## src/rtl/baud_gen_frac.sv

```systemverilog
// +------------------------------------------------------------------------+
// | baud_gen_frac : UART TX/RX baud-tick generator, integer+frac divisor    |
// | Rev 1.0                                                                 |
// +------------------------------------------------------------------------+
`default_nettype none

module baud_gen_frac_presc #(
  parameter int DIV_W  = 16,
  parameter int FRAC_W = 4
) (
  input  logic              clk,
  input  logic              reset,
  input  logic              enable,
  input  logic              clear,
  input  logic [DIV_W-1:0]  div_eff,
  input  logic [FRAC_W-1:0] frac,
  output logic              wrap
);
  logic [DIV_W:0]    cnt_q, cnt_d;
  logic [FRAC_W-1:0] acc_q, acc_d;
  logic [FRAC_W:0]   sum;
  logic [DIV_W:0]    period;

  // The carry out of the accumulator stretches this interval by one clock.
  always_comb begin
    sum    = {1'b0, acc_q} + {1'b0, frac};
    period = {1'b0, div_eff} + {{DIV_W{1'b0}}, sum[FRAC_W]};
    wrap   = enable && !clear && (cnt_q == period - (DIV_W+1)'(1));
    cnt_d  = cnt_q;
    acc_d  = acc_q;
    if (clear) begin
      cnt_d = '0;
      acc_d = '0;
    end else if (wrap) begin
      cnt_d = '0;
      acc_d = sum[FRAC_W-1:0];
    end else if (enable) begin
      cnt_d = cnt_q + (DIV_W+1)'(1);
    end
  end

  always_ff @(posedge clk) begin
    if (reset) begin
      cnt_q <= '0;
      acc_q <= '0;
    end else begin
      cnt_q <= cnt_d;
      acc_q <= acc_d;
    end
  end
endmodule

module baud_gen_frac #(
  parameter int DIV_W        = 16,
  parameter int FRAC_W       = 4,
  parameter int OSR          = 16,
  parameter int DEFAULT_DIV  = 130,
  parameter int DEFAULT_FRAC = 3
) (
  input  logic              clk,
  input  logic              reset,
  input  logic              enable,
  input  logic              cfg_load,
  input  logic [DIV_W-1:0]  div_int,
  input  logic [FRAC_W-1:0] div_frac,
  input  logic              rx_resync,
  output logic              rx_tick,
  output logic              rx_mid,
  output logic              tx_tick
);
  localparam int PH_W = $clog2(OSR);
  localparam logic [PH_W-1:0] PH_LAST = PH_W'(OSR - 1);
  localparam logic [PH_W-1:0] PH_PRE_MID = PH_W'(OSR / 2 - 1);
  localparam logic [DIV_W-1:0] DIV_MIN = DIV_W'(2);

  logic [DIV_W-1:0]  div_q, div_d;
  logic [FRAC_W-1:0] frac_q, frac_d;
  logic [DIV_W-1:0]  div_eff;
  logic [PH_W-1:0]   tx_phase_q, tx_phase_d;
  logic [PH_W-1:0]   rx_phase_q, rx_phase_d;
  logic              tx_tick_q, tx_tick_d;
  logic              rx_tick_q, rx_tick_d;
  logic              rx_mid_q, rx_mid_d;
  logic              rx_clear;
  logic              tx_wrap, rx_wrap;

  always_comb begin
    div_d  = cfg_load ? div_int : div_q;
    frac_d = cfg_load ? div_frac : frac_q;
    // Divisors below 2 would leave no room for a low cycle between ticks.
    div_eff  = (div_q < DIV_MIN) ? DIV_MIN : div_q;
    rx_clear = cfg_load || rx_resync;
  end

  baud_gen_frac_presc #(.DIV_W(DIV_W), .FRAC_W(FRAC_W)) u_tx_presc (
    .clk     (clk),
    .reset   (reset),
    .enable  (enable),
    .clear   (cfg_load),
    .div_eff (div_eff),
    .frac    (frac_q),
    .wrap    (tx_wrap)
  );

  baud_gen_frac_presc #(.DIV_W(DIV_W), .FRAC_W(FRAC_W)) u_rx_presc (
    .clk     (clk),
    .reset   (reset),
    .enable  (enable),
    .clear   (rx_clear),
    .div_eff (div_eff),
    .frac    (frac_q),
    .wrap    (rx_wrap)
  );

  always_comb begin
    tx_phase_d = tx_phase_q;
    tx_tick_d  = 1'b0;
    if (cfg_load) begin
      tx_phase_d = '0;
    end else if (tx_wrap) begin
      tx_tick_d  = (tx_phase_q == PH_LAST);
      tx_phase_d = (tx_phase_q == PH_LAST) ? '0 : tx_phase_q + PH_W'(1);
    end
  end

  always_comb begin
    rx_phase_d = rx_phase_q;
    rx_tick_d  = 1'b0;
    rx_mid_d   = 1'b0;
    if (rx_clear) begin
      rx_phase_d = '0;
    end else if (rx_wrap) begin
      rx_tick_d  = 1'b1;
      rx_mid_d   = (rx_phase_q == PH_PRE_MID);
      rx_phase_d = (rx_phase_q == PH_LAST) ? '0 : rx_phase_q + PH_W'(1);
    end
  end

  always_ff @(posedge clk) begin
    if (reset) begin
      div_q      <= DIV_W'(DEFAULT_DIV);
      frac_q     <= FRAC_W'(DEFAULT_FRAC);
      tx_phase_q <= '0;
      rx_phase_q <= '0;
      tx_tick_q  <= 1'b0;
      rx_tick_q  <= 1'b0;
      rx_mid_q   <= 1'b0;
    end else begin
      div_q      <= div_d;
      frac_q     <= frac_d;
      tx_phase_q <= tx_phase_d;
      rx_phase_q <= rx_phase_d;
      tx_tick_q  <= tx_tick_d;
      rx_tick_q  <= rx_tick_d;
      rx_mid_q   <= rx_mid_d;
    end
  end

  assign rx_tick = rx_tick_q;
  assign rx_mid  = rx_mid_q;
  assign tx_tick = tx_tick_q;
endmodule

`default_nettype wire

```

## config.mk

```make
export PLATFORM = sky130hd
export DESIGN_NAME = baud_gen_frac
export DESIGN_NICKNAME = d
export VERILOG_FILES = /design/src/rtl/baud_gen_frac.sv
export SDC_FILE = /design/constraint.sdc
export NUM_CORES = 1
export LEC_CHECK = 0
export ABC_AREA = 1
export BUFFER_PORTS_ARGS = -buffer_cell sky130_fd_sc_hd__buf_2
export CELL_PAD_IN_SITES_DETAIL_PLACEMENT = 0
export CELL_PAD_IN_SITES_GLOBAL_PLACEMENT = 1
export CORE_MARGIN = 1
export CORE_UTILIZATION = 40
export CTS_CLUSTER_DIAMETER = 120
export DETAILED_ROUTE_END_ITERATION = 10
export PLACE_DENSITY_LB_ADDON = 0.1
export SYNTH_ARGS = -nofsm -noshare
export SYNTH_HDL_FRONTEND = slang
export SYNTH_HIERARCHICAL = 1
export SYNTH_SLANG_ARGS = --single-unit
```

## constraint.sdc

```tcl
create_clock -name clk -period 7.8 [get_ports clk]
set_input_delay 0.78 -clock clk [delete_from_list [all_inputs] [get_ports clk]]
set_output_delay 0.78 -clock clk [all_outputs]
set_load 0.02 [all_outputs]
```

Word-level counts from Yosys, hierarchy flattened
Index checks and enable logic that the tools add are counted.
{ "totals": {"register_bits": 73, "latchBits": 0, "mem_bits_rw": 0, "mem_bits_ro": 0, "input_bits": 25, "out_inout_bits": 3, "word_cells": 46, "n_memories": 0} }
{ "classes": {"addsub": 10, "mul": 0, "div": 0, "n_lt_le_gt_ge": 1, "eq_ne": 5, "n_shift": 0, "muxes": 4, "bitwise": 2, "reduce_logical": 13} }
{ "ops": {"columns": ["operator", "n"], "rows": [
  ["$add A16 B1 Y17", 2],
  ["$add A17 B1 Y17 const B", 2],
  ["$eq A17 B17 Y1", 2],
  ["$sub A17 B1 Y17 const B", 2],
  ["$lt A16 B2 Y1 const B", 1],
  ["$mux W16", 1],
  ["$reduce_or A3 Y1", 4],
  ["$add A4 B4 Y5", 2],
  ["$add A4 B1 Y4 const B", 2],
  ["$eq A4 B4 Y1 const B", 2],
  ["$mux W4", 2],
  ["$eq A4 B3 Y1 const B", 1],
  ["$logic_and A1 B1 Y1", 4],
  ["$reduce_or A2 Y1", 2],
  ["$logic_not A1 Y1", 2],
  ["$not A1 Y1", 2],
  ["$logic_or A1 B1 Y1", 1],
  ["$mux W1", 1]
]} }

Longest topological paths before layout
{ "depth": {"depth_word": 8, "ltp_mapped": 20, "mapped_depth_nobuf": 20} }

Hierarchy
Netlist, hierarchy kept.
{ "by_module_without_submodules": {"columns": ["mod", "n_inst", "cells_each", "area_each_um2", "seq_area_each_um2"], "rows": [
  ["baud_gen_frac_presc", 2, 304, 1841.8, 420.4],
  ["baud_gen_frac", 1, 176, 1273.7, 620.6]
]} }

Worst setup path after synthesis
OpenSTA, ideal clock, no wires.
{ "synth_path": {"path_kind": "flip-flop to flip-flop", "from": "register frac_q[0]", "to": "register rx_phase_q[3]", "setup_time_ps": 64, "arrival_ps": 3050, "t_required_ps": 7736, "setup_slack_ps": 4686, "stages_incl_launch_ff": 19, "cell_sequence": "dfxtp_1 > ha_1 > inv_1 > fa_1 > o21ai_0 > a21oi_1 > ha_1 > ha_1 > nand2_1 > nand3_1 > nor2_1 > nand2_1 > nor3_1 > nand3_1 > nor3_1 > nand2_1 > o21ai_0 > nand2_1 > nor2_1"} }
{ "synth_via": {"elab_chain_cells": 5} }
{ "synth_rtl": {"columns": ["item", "line", "source"], "rows": [
  ["start, declared", "77", "logic [FRAC_W-1:0] frac_q, frac_d;"],
  ["start signal, assigned", "142", "frac_q <= FRAC_W'(DEFAULT_FRAC);"],
  ["start signal, assigned", "150", "frac_q <= frac_d;"],
  ["$add A4 B4 Y5", "26", "sum = {1'b0, acc_q} + {1'b0, frac};"],
  ["$add A16 B1 Y17", "27", "period = {1'b0, div_eff} + {{DIV_W{1'b0}}, sum[FRAC_W]};"],
  ["$sub A17 B1 Y17", "28", "wrap = enable && !clear && (cnt_q == period - (DIV_W+1)'(1));"],
  ["$eq A17 B17 Y1", "28", null],
  ["$logic_and A1 B1 Y1", "28", null],
  ["named net rx_wrap", "85", "logic tx_wrap, rx_wrap;"],
  ["end signal, assigned", "152", "rx_phase_q <= rx_phase_d;"],
  ["end, declared", "80", "logic [PH_W-1:0] rx_phase_q, rx_phase_d;"]
]} }
The timed path passes the listed nets, and every way through them passes these cells.
A chain may end at the register's enable or synchronous reset.

Worst setup path in the final report
{ "layout_path": {"from": "register frac_q[0]", "to": "register tx_phase_q[3]"} }
{ "layout_via": {"elab_chain_cells": 5} }
{ "layout_rtl": {"columns": ["item", "line", "source"], "rows": [
  ["$add A4 B4 Y5", "26", null],
  ["$add A16 B1 Y17", "27", null],
  ["$sub A17 B1 Y17", "28", null],
  ["$eq A17 B17 Y1", "28", null],
  ["$logic_and A1 B1 Y1", "28", null],
  ["named net tx_wrap", "85", null],
  ["end signal, assigned", "151", "tx_phase_q <= tx_phase_d;"],
  ["end, declared", "79", "logic [PH_W-1:0] tx_phase_q, tx_phase_d;"]
]} }
The timed path passes the listed nets, and every way through them passes these cells.

==> summary.log <==
[cts] clock tree from TritonCTS built
[cts] H-Tree Level Count 3
[drt] detailed route wirelength on metal3 553 um
[synthesis] top-area cell type share of the netlist area 29.5%
[final_layout] Layout Nets 844
[drt] first-pass detailed-route iteration total 5
[sta] period utilization 50.4%
[cts] CTS root buffer sky130_fd_sc_hd__clkbuf_16
[sta] final max-slew violation count 0
[final_layout] number of standard cells in the layout, taps in and fillers out 974
[cts] clock network latency to the later pin of the worst-skew pair 350 ps
[global_routing] Remaining Overflow, GRT 0
[drt] Metal-1 WL 6.29 mm
[synthesis] post-synthesis area per instance 6.32 sq um
[drt] detailed-route via count 4597
[sta] RSZ-0062 raised after global routing false
[drt] Detailed Route Iter0 Violations 239
[drt] post-detailed-route wirelength per cell 12.8 um
[sta] final number of setup-violating endpoints 0
[final_layout] signed area change from the synthesized netlist to the final layout 11.0%
[setup_path] startpoint-to-endpoint class of the critical path reg2reg
[setup_path] Setup crit start kind register
[floorplanning] I/O pin cnt 28
[cts] post-cts gate resize count 0
[floorplanning] die area 12800 sq um
[power_and_ir_drop] Static Leakage 2.44 nW
[placed_design] count of placed standard cells including taps 958
[synthesis] largest cells by area after synthesis sky130_fd_sc_hd__dfxtp_1 (29%), sky130_fd_sc_hd__nand2_1 (16%), sky130_fd_sc_hd__nor2_1 (11%), sky130_fd_sc_hd__inv_1 (6.7%), sky130_fd_sc_hd__xor2_1 (5.7%)
[cts] post-CTS setup buffers 0
[synthesis] async set or reset register ratio after synthesis 0%
[setup_path] maximum fanout count along the critical path 6
[synthesis] area of the mapped netlist 4960 sq um
[synthesis] count of warnings emitted by yosys 6
[global_routing] largest net degree at the start of global routing 25
[floorplanning] FP Rows 40
[power_and_ir_drop] Max VDD drop 0.143 mV
[final_layout] antenna fix cells 0
[sta] final count of hold timing violations 0
[global_routing] global router's overall resource usage 21.0%
[sta] skew final 10.0 ps
[final_layout] share of layout cells above drive strength 1 10.5%
[placed_design] hpwl dp 9.68 mm
[floorplanning] effective utilization at floorplan 41.1%
[drt] Antenna Nets Post-Route 0
[placed_design] final estimated routing congestion in global placement 0.830
[synthesis] most frequent cells after synthesis sky130_fd_sc_hd__nand2_1 (216), sky130_fd_sc_hd__nor2_1 (142), sky130_fd_sc_hd__inv_1 (88)
[cts] clk buf depth 2
[drt] via density per instance 4.72
[cts] clock sink count 73
[synthesis] instance count of the mapped netlist 784
[setup_path] kind of end point of the critical path register
[synthesis] flops & latches, synth 73
[synthesis] register area share after synthesis 29.5%
[sta] headroom to the max-slew limit 40.8%
[sta] Achievable Freq 254 MHz
[global_routing] first-pass GRT wire length 20.8 mm
[cts] TritonCTS buffer count 9
[drt] uppermost routed layer met4
[power_and_ir_drop] PwrDens 172 nW/um^2
[setup_path] Required @ worst endpoint 8030 ps
[synthesis] distinct cell type count of the synthesized netlist 31
[sta] slew of the pin with the lowest slew margin 881 ps
[sta] clock period minus worst slack 3930 ps
[global_routing] via count of the first global-routing pass 4234
[job] max-cap violations 0
[global_routing] antenna violations before repair 0
[min_path] class of the tightest hold or removal check reg2reg
[synthesis] top flip-flop cell by instance count after synthesis sky130_fd_sc_hd__dfxtp_1
[synthesis] number of synthesized flops with an enable pin 0
[drt] DRC violations left 0
[synthesis] net count after synthesis 827
[floorplanning] DIE HEIGHT 113 um
[run_status] outcome complete, no violations
[cts] number of buffers added to fix hold violations after cts 0
[synthesis] largest area contributor in the netlist sky130_fd_sc_hd__dfxtp_1
[floorplanning] Core Box Area 12100 sq um
[floorplanning] die boundary width 113 um
[synthesis] most used standard cell by instance count after synthesis sky130_fd_sc_hd__nand2_1
[power_and_ir_drop] sum of internal, switching and leakage power 0.000944 W
[cts] clock input transition at the sequential cells of the worst setup and hold paths 60 ps
[sta] Setup Total Neg Slack 0 ps
[drt] Detailed Route WL 12.5 mm
[setup_path] Worst EP arrival 4170 ps
[drt] met2 layer wire length in the routed design 5.56 mm
[placed_design] count of input and output buffers 27
cell families (layout without fill, tap and decap cells):
| family | Yosys count | in the layout | share of synthesized area, % |
|---|---|---|---|
| AO/OA/AOI/OAI | 58 | 58 | 5.91 |
| AND/OR/NAND/NOR | 465 | 465 | 41.2 |
| adder cells (fa/ha/maj) | 18 | 18 | 4.85 |
| buffers and inverters | 119 | 141 | 9.57 |
| XOR/XNOR | 51 | 51 | 9.01 |
| flip-flops | 73 | 73 | 29.5 |
report_power, final:
part / total, W / switching (W) / internal [W]
combinational: 0.000120 / 0.0000780 / 0.0000420
clock: 0.000422 / 0.000172 / 0.000251
sequential: 0.000401 / 0.0000208 / 0.000381
final timing paths:
path                                    start             to  slack [ps]  cells after the start
worst max-delay path                frac_q[0]  tx_phase_q[3]        3870                     17
worst min-delay path            rx_phase_q[1]  rx_phase_q[1]         490                      2
worst max register to register      frac_q[0]  tx_phase_q[3]        3870                     17
worst min register to register  rx_phase_q[1]  rx_phase_q[1]         490                      2
flip-flops by register name, summed over array words and instances, names as in the netlist:
name              flops
u_tx_presc/acc_q      4
tx_phase_q            4
rx_phase_q            4
frac_q                4
u_rx_presc/acc_q      4
rx_tick               1
u_rx_presc/cnt_q     17
u_tx_presc/cnt_q     17
div_q                16
rx_mid                1
tx_tick               1
layout make-up:
class                      instances  area (sq um)
inverter                          98           368
clock buffer                       9           225
multi-input combinational        592          3020
fill                            1312          6560
tap                              168           210
sequential                        73          1460
clock inverter                     7          78.8
timing repair buffer              27           135
critical path: stages, from the launching register on:
cell	delay, ps
sky130_fd_sc_hd__dfxtp_1	370
sky130_fd_sc_hd__ha_1	180
sky130_fd_sc_hd__inv_1	50
sky130_fd_sc_hd__fa_1	400
sky130_fd_sc_hd__o21ai_0	200
sky130_fd_sc_hd__a21oi_1	160
sky130_fd_sc_hd__ha_1	260
sky130_fd_sc_hd__ha_1	250
sky130_fd_sc_hd__inv_1	70
sky130_fd_sc_hd__nand2_1	70
sky130_fd_sc_hd__nand3_1	110
sky130_fd_sc_hd__nand2_1	60
sky130_fd_sc_hd__nor3_1	300
sky130_fd_sc_hd__nand3_1	110
sky130_fd_sc_hd__nor3_1	720
sky130_fd_sc_hd__nand3_1	220
sky130_fd_sc_hd__o21ai_0	220
sky130_fd_sc_hd__nor2_1	60
cell usage in the layout, fill, tap and decap left out, types with 3 or more instances in the layout:
cell and instances:
sky130_fd_sc_hd__nand2_1 216, sky130_fd_sc_hd__nor3b_1 4, sky130_fd_sc_hd__inv_1 88, sky130_fd_sc_hd__inv_2 10, sky130_fd_sc_hd__xnor2_1 19, sky130_fd_sc_hd__nor2_2 12, sky130_fd_sc_hd__clkinv_4 3, sky130_fd_sc_hd__xor2_1 32
sky130_fd_sc_hd__dfxtp_1 73, sky130_fd_sc_hd__nor2_4 7, sky130_fd_sc_hd__nor2_1 142, sky130_fd_sc_hd__a21oi_1 22, sky130_fd_sc_hd__nand2_4 3, sky130_fd_sc_hd__nand4_1 10, sky130_fd_sc_hd__buf_2 27, sky130_fd_sc_hd__nor3_1 8
sky130_fd_sc_hd__ha_1 16, sky130_fd_sc_hd__nand3_1 47, sky130_fd_sc_hd__nand3b_1 4, sky130_fd_sc_hd__o21ai_0 33, sky130_fd_sc_hd__clkbuf_16 9
metrics by stage:
| stage | utilization, % | area (sq um) | hold slack [ps] | worst slack [ps] |
|---|---|---|---|---|
| 2_1_floorplan | - | 4960 | 434 | 4690 |
| 3_3_place_gp | 43.1 | 5200 | 470 | 3990 |
| 3_5_place_dp | 43.1 | 5200 | 481 | 3870 |
| 4_1_cts | 45.6 | 5500 | 490 | 3850 |
| 5_1_grt | 45.6 | 5500 | 529 | 3550 |
| 6_report | 45.6 | 5500 | 491 | 3870 |
metal layers:
layer | GRT usage, % | vias to the layer above
met5 | 0 | -
met4 | 8.51 | 0
met2 | 33.0 | 74
met1 | 28.0 | 2060
met3 | 4.61 | 7
li1 | - | 2456
Power figures use the tool's default switching activity.
